--- src/rtl/hex_entry_buffer_pkg.sv ---
// Shared types and constants for the hex digit entry buffer.
// Included by the shift register and by the top-level controller.
package hex_entry_buffer_pkg;

   localparam int DEFAULT_DIGITS = 8;
   localparam int HEX_W          = 4;

   typedef enum logic {
      ENTRY = 1'b0,
      HOLD  = 1'b1
   } state_e;

endpackage

--- src/rtl/hex_entry_buffer_digit_shift_reg.sv ---
// Digit storage: newest digit in the low nibble, with a digit counter.
// Shift-in is blocked when full and shift-out is blocked when empty, so the counter never wraps.
module digit_shift_reg
   import hex_entry_buffer_pkg::*;
#(
   parameter int DIGITS = DEFAULT_DIGITS,
   parameter int CNT_W  = 4
) (
   input  logic                      clk,
   input  logic                      rst,
   input  logic                      do_clear,
   input  logic                      do_shl,
   input  logic                      do_shr,
   input  logic [HEX_W-1:0]          hex,
   output logic [HEX_W*DIGITS-1:0]   value,
   output logic [CNT_W-1:0]          count,
   output logic                      full,
   output logic                      empty
);

   localparam int VW = HEX_W * DIGITS;

   logic [VW-1:0]    value_q, value_d;
   logic [CNT_W-1:0] count_q, count_d;

   assign full  = (count_q == CNT_W'(DIGITS));
   assign empty = (count_q == '0);

   always_comb begin
      value_d = value_q;
      count_d = count_q;
      if (do_clear) begin
         value_d = '0;
         count_d = '0;
      end else if (do_shr && !empty) begin
         value_d = value_q >> HEX_W;
         count_d = count_q - CNT_W'(1);
      end else if (do_shl && !full) begin
         value_d = {value_q[VW-HEX_W-1:0], hex};
         count_d = count_q + CNT_W'(1);
      end
   end

   always_ff @(posedge clk) begin
      if (rst) begin
         value_q <= '0;
         count_q <= '0;
      end else begin
         value_q <= value_d;
         count_q <= count_d;
      end
   end

   assign value = value_q;
   assign count = count_q;

endmodule

--- src/rtl/hex_entry_buffer.sv ---
// Hex digit entry buffer: edit controller around the digit shift register,
// handing a committed number downstream over a valid/ready handshake.
//
//   state | meaning
//   ENTRY | accepting digits, delete, clear and commit
//   HOLD  | committed number on out_data, waiting for out_ready
module hex_entry_buffer
   import hex_entry_buffer_pkg::*;
#(
   parameter int DIGITS = DEFAULT_DIGITS,
   parameter int CNT_W  = 4
) (
   input  logic                    clk,
   input  logic                    rst,
   input  logic [HEX_W-1:0]        hex,
   input  logic                    pulse,
   input  logic                    del,
   input  logic                    clear,
   input  logic                    commit,
   output logic [HEX_W*DIGITS-1:0] value,
   output logic [CNT_W-1:0]        count,
   output logic                    full,
   output logic                    out_valid,
   output logic [HEX_W*DIGITS-1:0] out_data,
   input  logic                    out_ready,
   output logic                    err
);

   localparam int VW = HEX_W * DIGITS;

   state_e        state_q, state_d;
   logic          out_valid_q, out_valid_d;
   logic [VW-1:0] out_data_q, out_data_d;
   logic          err_q, err_d;
   logic          do_clear, do_shl, do_shr;
   logic          empty;

   digit_shift_reg #(
      .DIGITS (DIGITS),
      .CNT_W  (CNT_W)
   ) u_digits (
      .clk      (clk),
      .rst      (rst),
      .do_clear (do_clear),
      .do_shl   (do_shl),
      .do_shr   (do_shr),
      .hex      (hex),
      .value    (value),
      .count    (count),
      .full     (full),
      .empty    (empty)
   );

   always_comb begin
      state_d     = state_q;
      out_valid_d = out_valid_q;
      out_data_d  = out_data_q;
      err_d       = 1'b0;
      do_clear    = 1'b0;
      do_shl      = 1'b0;
      do_shr      = 1'b0;
      unique case (state_q)
         ENTRY: begin
            // An asserted commit on an empty entry still outranks del/pulse.
            if (clear) begin
               do_clear = 1'b1;
            end else if (commit) begin
               if (!empty) begin
                  out_data_d  = value;
                  out_valid_d = 1'b1;
                  state_d     = HOLD;
               end
            end else if (del) begin
               do_shr = 1'b1;
            end else if (pulse) begin
               if (full) err_d  = 1'b1;
               else      do_shl = 1'b1;
            end
         end
         HOLD: begin
            if (pulse) err_d = 1'b1;
            if (out_valid_q && out_ready) begin
               out_valid_d = 1'b0;
               do_clear    = 1'b1;
               state_d     = ENTRY;
            end
         end
         default: state_d = ENTRY;
      endcase
   end

   always_ff @(posedge clk) begin
      if (rst) begin
         state_q     <= ENTRY;
         out_valid_q <= 1'b0;
         out_data_q  <= '0;
         err_q       <= 1'b0;
      end else begin
         state_q     <= state_d;
         out_valid_q <= out_valid_d;
         out_data_q  <= out_data_d;
         err_q       <= err_d;
      end
   end

   assign out_valid = out_valid_q;
   assign out_data  = out_data_q;
   assign err       = err_q;

endmodule

--- config.mk ---
export PLATFORM = sky130hd
export DESIGN_NAME = hex_entry_buffer
export DESIGN_NICKNAME = d
export VERILOG_FILES = /design/src/rtl/hex_entry_buffer_pkg.sv /design/src/rtl/hex_entry_buffer_digit_shift_reg.sv /design/src/rtl/hex_entry_buffer.sv
export SDC_FILE = /design/constraint.sdc
export NUM_CORES = 1
export LEC_CHECK = 0
export CAP_MARGIN = 20
export CORE_MARGIN = 2
export CORE_UTILIZATION = 52
export CTS_CLUSTER_SIZE = 30
export DETAILED_ROUTE_END_ITERATION = 10
export PLACE_DENSITY = 0.86
export SLEW_MARGIN = 20
export SYNTH_ARGS = -nofsm -noshare
export SYNTH_HDL_FRONTEND = slang
export SYNTH_SLANG_ARGS = --single-unit
--- constraint.sdc ---
create_clock -name clk -period 5.9 [get_ports clk]
set_clock_uncertainty 0.15 [all_clocks]
set_input_delay 1.18 -clock clk [delete_from_list [all_inputs] [get_ports clk]]
set_output_delay 1.18 -clock clk [all_outputs]
set_load 0.01 [all_outputs]
==> results.txt <==
----------------------------------------------------
[Die]
  Height of the die ... 80.8 um
  Die X-Extent ... 80.8 um
  DIE AREA ... 6530 um^2
  Placeable Area ... 5610 um^2
  # rows ... 27
  Initial Utilization ... 0.547
  Top-Level Pins ... 82

[Critical path]
  Delay of the slowest cell on the worst path ... 0.85 ns
  Slowest stage cell on the critical path ... sky130_fd_sc_hd__and2_1
  Element type at the critical path start ... input port
  Crit-path cells ... clkdlybuf4s50_1 -> or3_1 -> a21oi_2 -> and2_1 -> a211oi_1
  Largest delay contributor family on the critical path ... simple AND/OR/NAND/NOR gates
  Worst path arrival time ... 3.80 ns
  Startpoint of the lowest-slack register-to-register path ... u_digits.count[0]
  Worst flop-to-flop path endpoint ... u_digits.count[2]
  Number of cells traversed by the worst register-to-register path ... 7
  Total buffers and inverters traversed by the critical path ... 1
  Data required time at the worst endpoint ... 5.93 ns
  Worst reg2reg setup slack ... 2.95 ns
  Worst-path fanout max ... 22
  Kind of critical path ... input port to flip-flop
  Element type at the critical path end ... flip-flop

[Place]
  Total of buffers placed on input and output ports ... 81
  Area after DPL ... 3850 um^2
  HPWL reported at the end of detailed placement ... 4.93 mm
  GPL Wtd Cong ... 0.762

[Pwr]
  Clock share of power ... 0.444
  VDD IR max ... 0.181 mV
  Internal cell power ... 772 uW
  Leakage power figure ... 0.00133 uW
  NetSw ... 219 uW
  Sequential share of power ... 0.495
  Combinational fraction of design power ... 0.061
  Fraction of power spent switching nets ... 0.221
  Cell Pwr Density ... 243 nW/um^2

[Routing]
  Via count ... 2,721
  Detailed-routing iteration count for the pre-antenna-repair pass ... 4
  Remaining routing DRC violations ... 0
  Post-route ant nets ... 0
  DR WL/cell ... 15.1 um
  Routed WL ... 7.38 mm
  Per-cell via count in the routed design ... 5.56
  Violation count after the first detailed-routing iteration ... 146

[Clock tree]
  Clock tree from TritonCTS ... built
  Cts bufs inserted ... 9
  Number of sinks handled by clock tree synthesis ... 71
  Number of buffers inserted for hold repair after clock tree synthesis ... 0
  Count of H-tree levels built during CTS ... 3
  Clock Root Buffer ... sky130_fd_sc_hd__clkbuf_8
  Clock insertion delay at the later pin of the skew report ... 0.34 ns
  Clock tree buffer depth ... 2
  # Post-CTS Setup Buffers ... 0
  Cts repair resizes ... 0
  Clock transition at the register clock pins on the worst setup and hold paths after CTS ... 0.07 ns

[STA]
  Number of max-slew violations in the final report ... 0
  Peak Freq ... 265 MHz
  Final-layout setup total negative slack ... 0 ns
  Worst Max-Slew Pin Slew ... 1.01 ns
  Unrepaired setup endpoints after global routing ... false
  Setup violation total in the final timing report ... 0
  Worst hold slack across all endpoints ... 0.303 ns
  Final period demand of the worst path ... 3.77 ns
  Tightest slew margin relative to the limit ... 0.329
  Fin crit share ... 0.639
  Final hold viol count ... 0

[Synth]
  Flip-flop and latch count after synthesis ... 71
  Post-synthesis cell type count ... 41
  Avg Synthesized Cell Area ... 8.92 um^2
  Netlist Area Pre-Place ... 3070 um^2
  Post-synthesis sequential area ratio ... 0.463
  Net count of the mapped netlist ... 356
  Synthesized netlist cell count ... 344
  Yosys warns ... 0

[Layout]
  Ant diodes ... 0
  Final Cell Area ... 4080 um^2
  Fraction of layout instances using a drive strength above 1 ... 0.132
  Core utilization of the finished layout ... 0.728
  Nets@finish ... 424
  Layout-stage area growth over the synthesis result ... 33.0%

[Global route]
  Wire length of the first global-routing pass ... 12.5 mm
  Maximum number of pins on one net before global-route repair ... 38
  Total global routing overflow ... 0
  Number of antenna violations at the first check in global routing ... 0
  Overall fraction of global-route tracks in use ... 0.248
  Via count of the first global-routing pass ... 2,630

[Job]
  Max-cap check violation count ... 0

[Min path]
  Class of the worst hold path ... flip-flop to flip-flop
  Worst Hold Endpoint ... out_data[2]
  Worst min-delay path startpoint ... out_data[2]
  Depth of the worst hold-timing path ... 2

[Outcome]
  Outcome ... finished clean

----------------------------------------------------
==> cells in the mapped netlist, drive strengths merged <==
cell	n	area [um^2]
a211oi	19	183
a21bo	1	10.0
a21o	1	7.51
a21oi	60	308
a311oi	1	8.76
and2	1	6.26
buf	15	103
clkbuf	12	45.0
dfxtp	71	1420
ha	1	12.5
inv	1	3.75
mux2	1	11.3
mux2i	20	200
nand2	77	292
nand2b	2	12.5
nand3	1	5.00
nand4	1	6.26
nand4b	1	8.76
nor2	12	52.6
nor3	22	155
nor3b	1	12.5
nor4	2	27.5
nor4b	1	23.8
o21ai	12	90.1
o21bai	1	7.51
o41ai	1	8.76
or2	2	12.5
or3	2	12.5
or3b	1	8.76
or4b	1	13.8
==> layout by cell type, fill, tap and decap left out, types with 2 or more instances in the layout <==
cell type,n
sky130_fd_sc_hd__or3_1,2
sky130_fd_sc_hd__buf_4,3
sky130_fd_sc_hd__nor3_2,9
sky130_fd_sc_hd__nand2_1,76
sky130_fd_sc_hd__a211oi_1,11
sky130_fd_sc_hd__dfxtp_1,71
sky130_fd_sc_hd__o21ai_2,8
sky130_fd_sc_hd__clkdlybuf4s50_1,81
sky130_fd_sc_hd__mux2i_1,20
sky130_fd_sc_hd__nor3_1,13
sky130_fd_sc_hd__nor2_1,11
sky130_fd_sc_hd__a21oi_2,2
sky130_fd_sc_hd__clkbuf_8,11
sky130_fd_sc_hd__a211oi_2,8
sky130_fd_sc_hd__bufinv_16,2
sky130_fd_sc_hd__nand2b_1,2
sky130_fd_sc_hd__a21oi_1,58
sky130_fd_sc_hd__o21ai_1,4
==> stage by stage <==
stage | total power [uW] | worst slack, ns | cells
5_1_grt | 1020 | 1.95 | 489
6_report | 990 | 2.13 | 489
3_3_place_gp | 560 | 1.87 | 473
2_1_floorplan | 537 | 2.76 | 344
4_1_cts | 995 | 2.15 | 489
3_5_place_dp | 561 | 1.82 | 473
==> cells by family (layout without fill, tap and decap cells) <==
| kind of cell | after synthesis | after routing | share of synthesized area |
|---|---|---|---|
| and+or+nand+nor | 127 | 127 | 0.212 |
| AOI/OAI and AO/OA | 96 | 96 | 0.203 |
| DFF | 71 | 71 | 0.463 |
| buffers and inverters | 28 | 101 | 0.0493 |
| muxes | 21 | 21 | 0.0689 |
| adders and majority gates | 1 | 1 | 0.00408 |
==> layout make-up <==
type,instances,area [um^2]
inverters,1,3.75
flip-flops and latches,71,1420
fillers,429,1530
repair buffers,84,833
well taps,72,90.1
clock buffers,12,155
clock inverters,4,76.3
multi-input cells,245,1500
==> layer usage <==
layer  GRT usage  vias to the layer above  share of wire
met1       0.321                     1279           0.45
met3      0.0622                       11          0.068
met5           0                        -              0
met2       0.393                       94           0.47
li1            -                     1337              -
met4       0.105                        0          0.011
==> registers in the layout, summed over array words and instances, names as in the netlist <==
signal / flops
state_q: 1
u_digits.count: 4
out_data: 32
out_valid: 1
u_digits.value: 32
err: 1
==> how the worst max path moves through the flow <==
stage	from	to	slack, ns	cells past startpoint
4_1_cts	clear	u_digits.value[22]	2.15	5
5_1_grt	clear	u_digits.value[26]	1.95	5
6_report	clear	u_digits.value[22]	2.13	5
2_1_floorplan	clear	u_digits.count[2]	2.76	9
3_5_place_dp	clear	u_digits.value[22]	1.82	5
3_3_place_gp	clear	u_digits.value[18]	1.87	5
==> power by group through the flow <==
stage / Sequential (uW) / Clock (uW) / Combinational [uW]
final: 490 / 440 / 60.7
after detailed placement: 501 / 0 / 60.3
after CTS: 490 / 444 / 61.0
after floorplan: 501 / 0 / 36.5
after global placement: 501 / 0 / 59.4
after global routing: 490 / 467 / 66.1
==> worst reg2reg max path, stage by stage, from the launching register on <==
cell	delay, ns
sky130_fd_sc_hd__dfxtp_1	0.42
sky130_fd_sc_hd__nor4_4	0.56
sky130_fd_sc_hd__or2_1	0.85
sky130_fd_sc_hd__o21ai_1	0.12
sky130_fd_sc_hd__ha_1	0.23
sky130_fd_sc_hd__nor4_1	0.26
sky130_fd_sc_hd__a21oi_1	0.09
sky130_fd_sc_hd__mux2i_1	0.16
(Power assumes the default switching activity.)
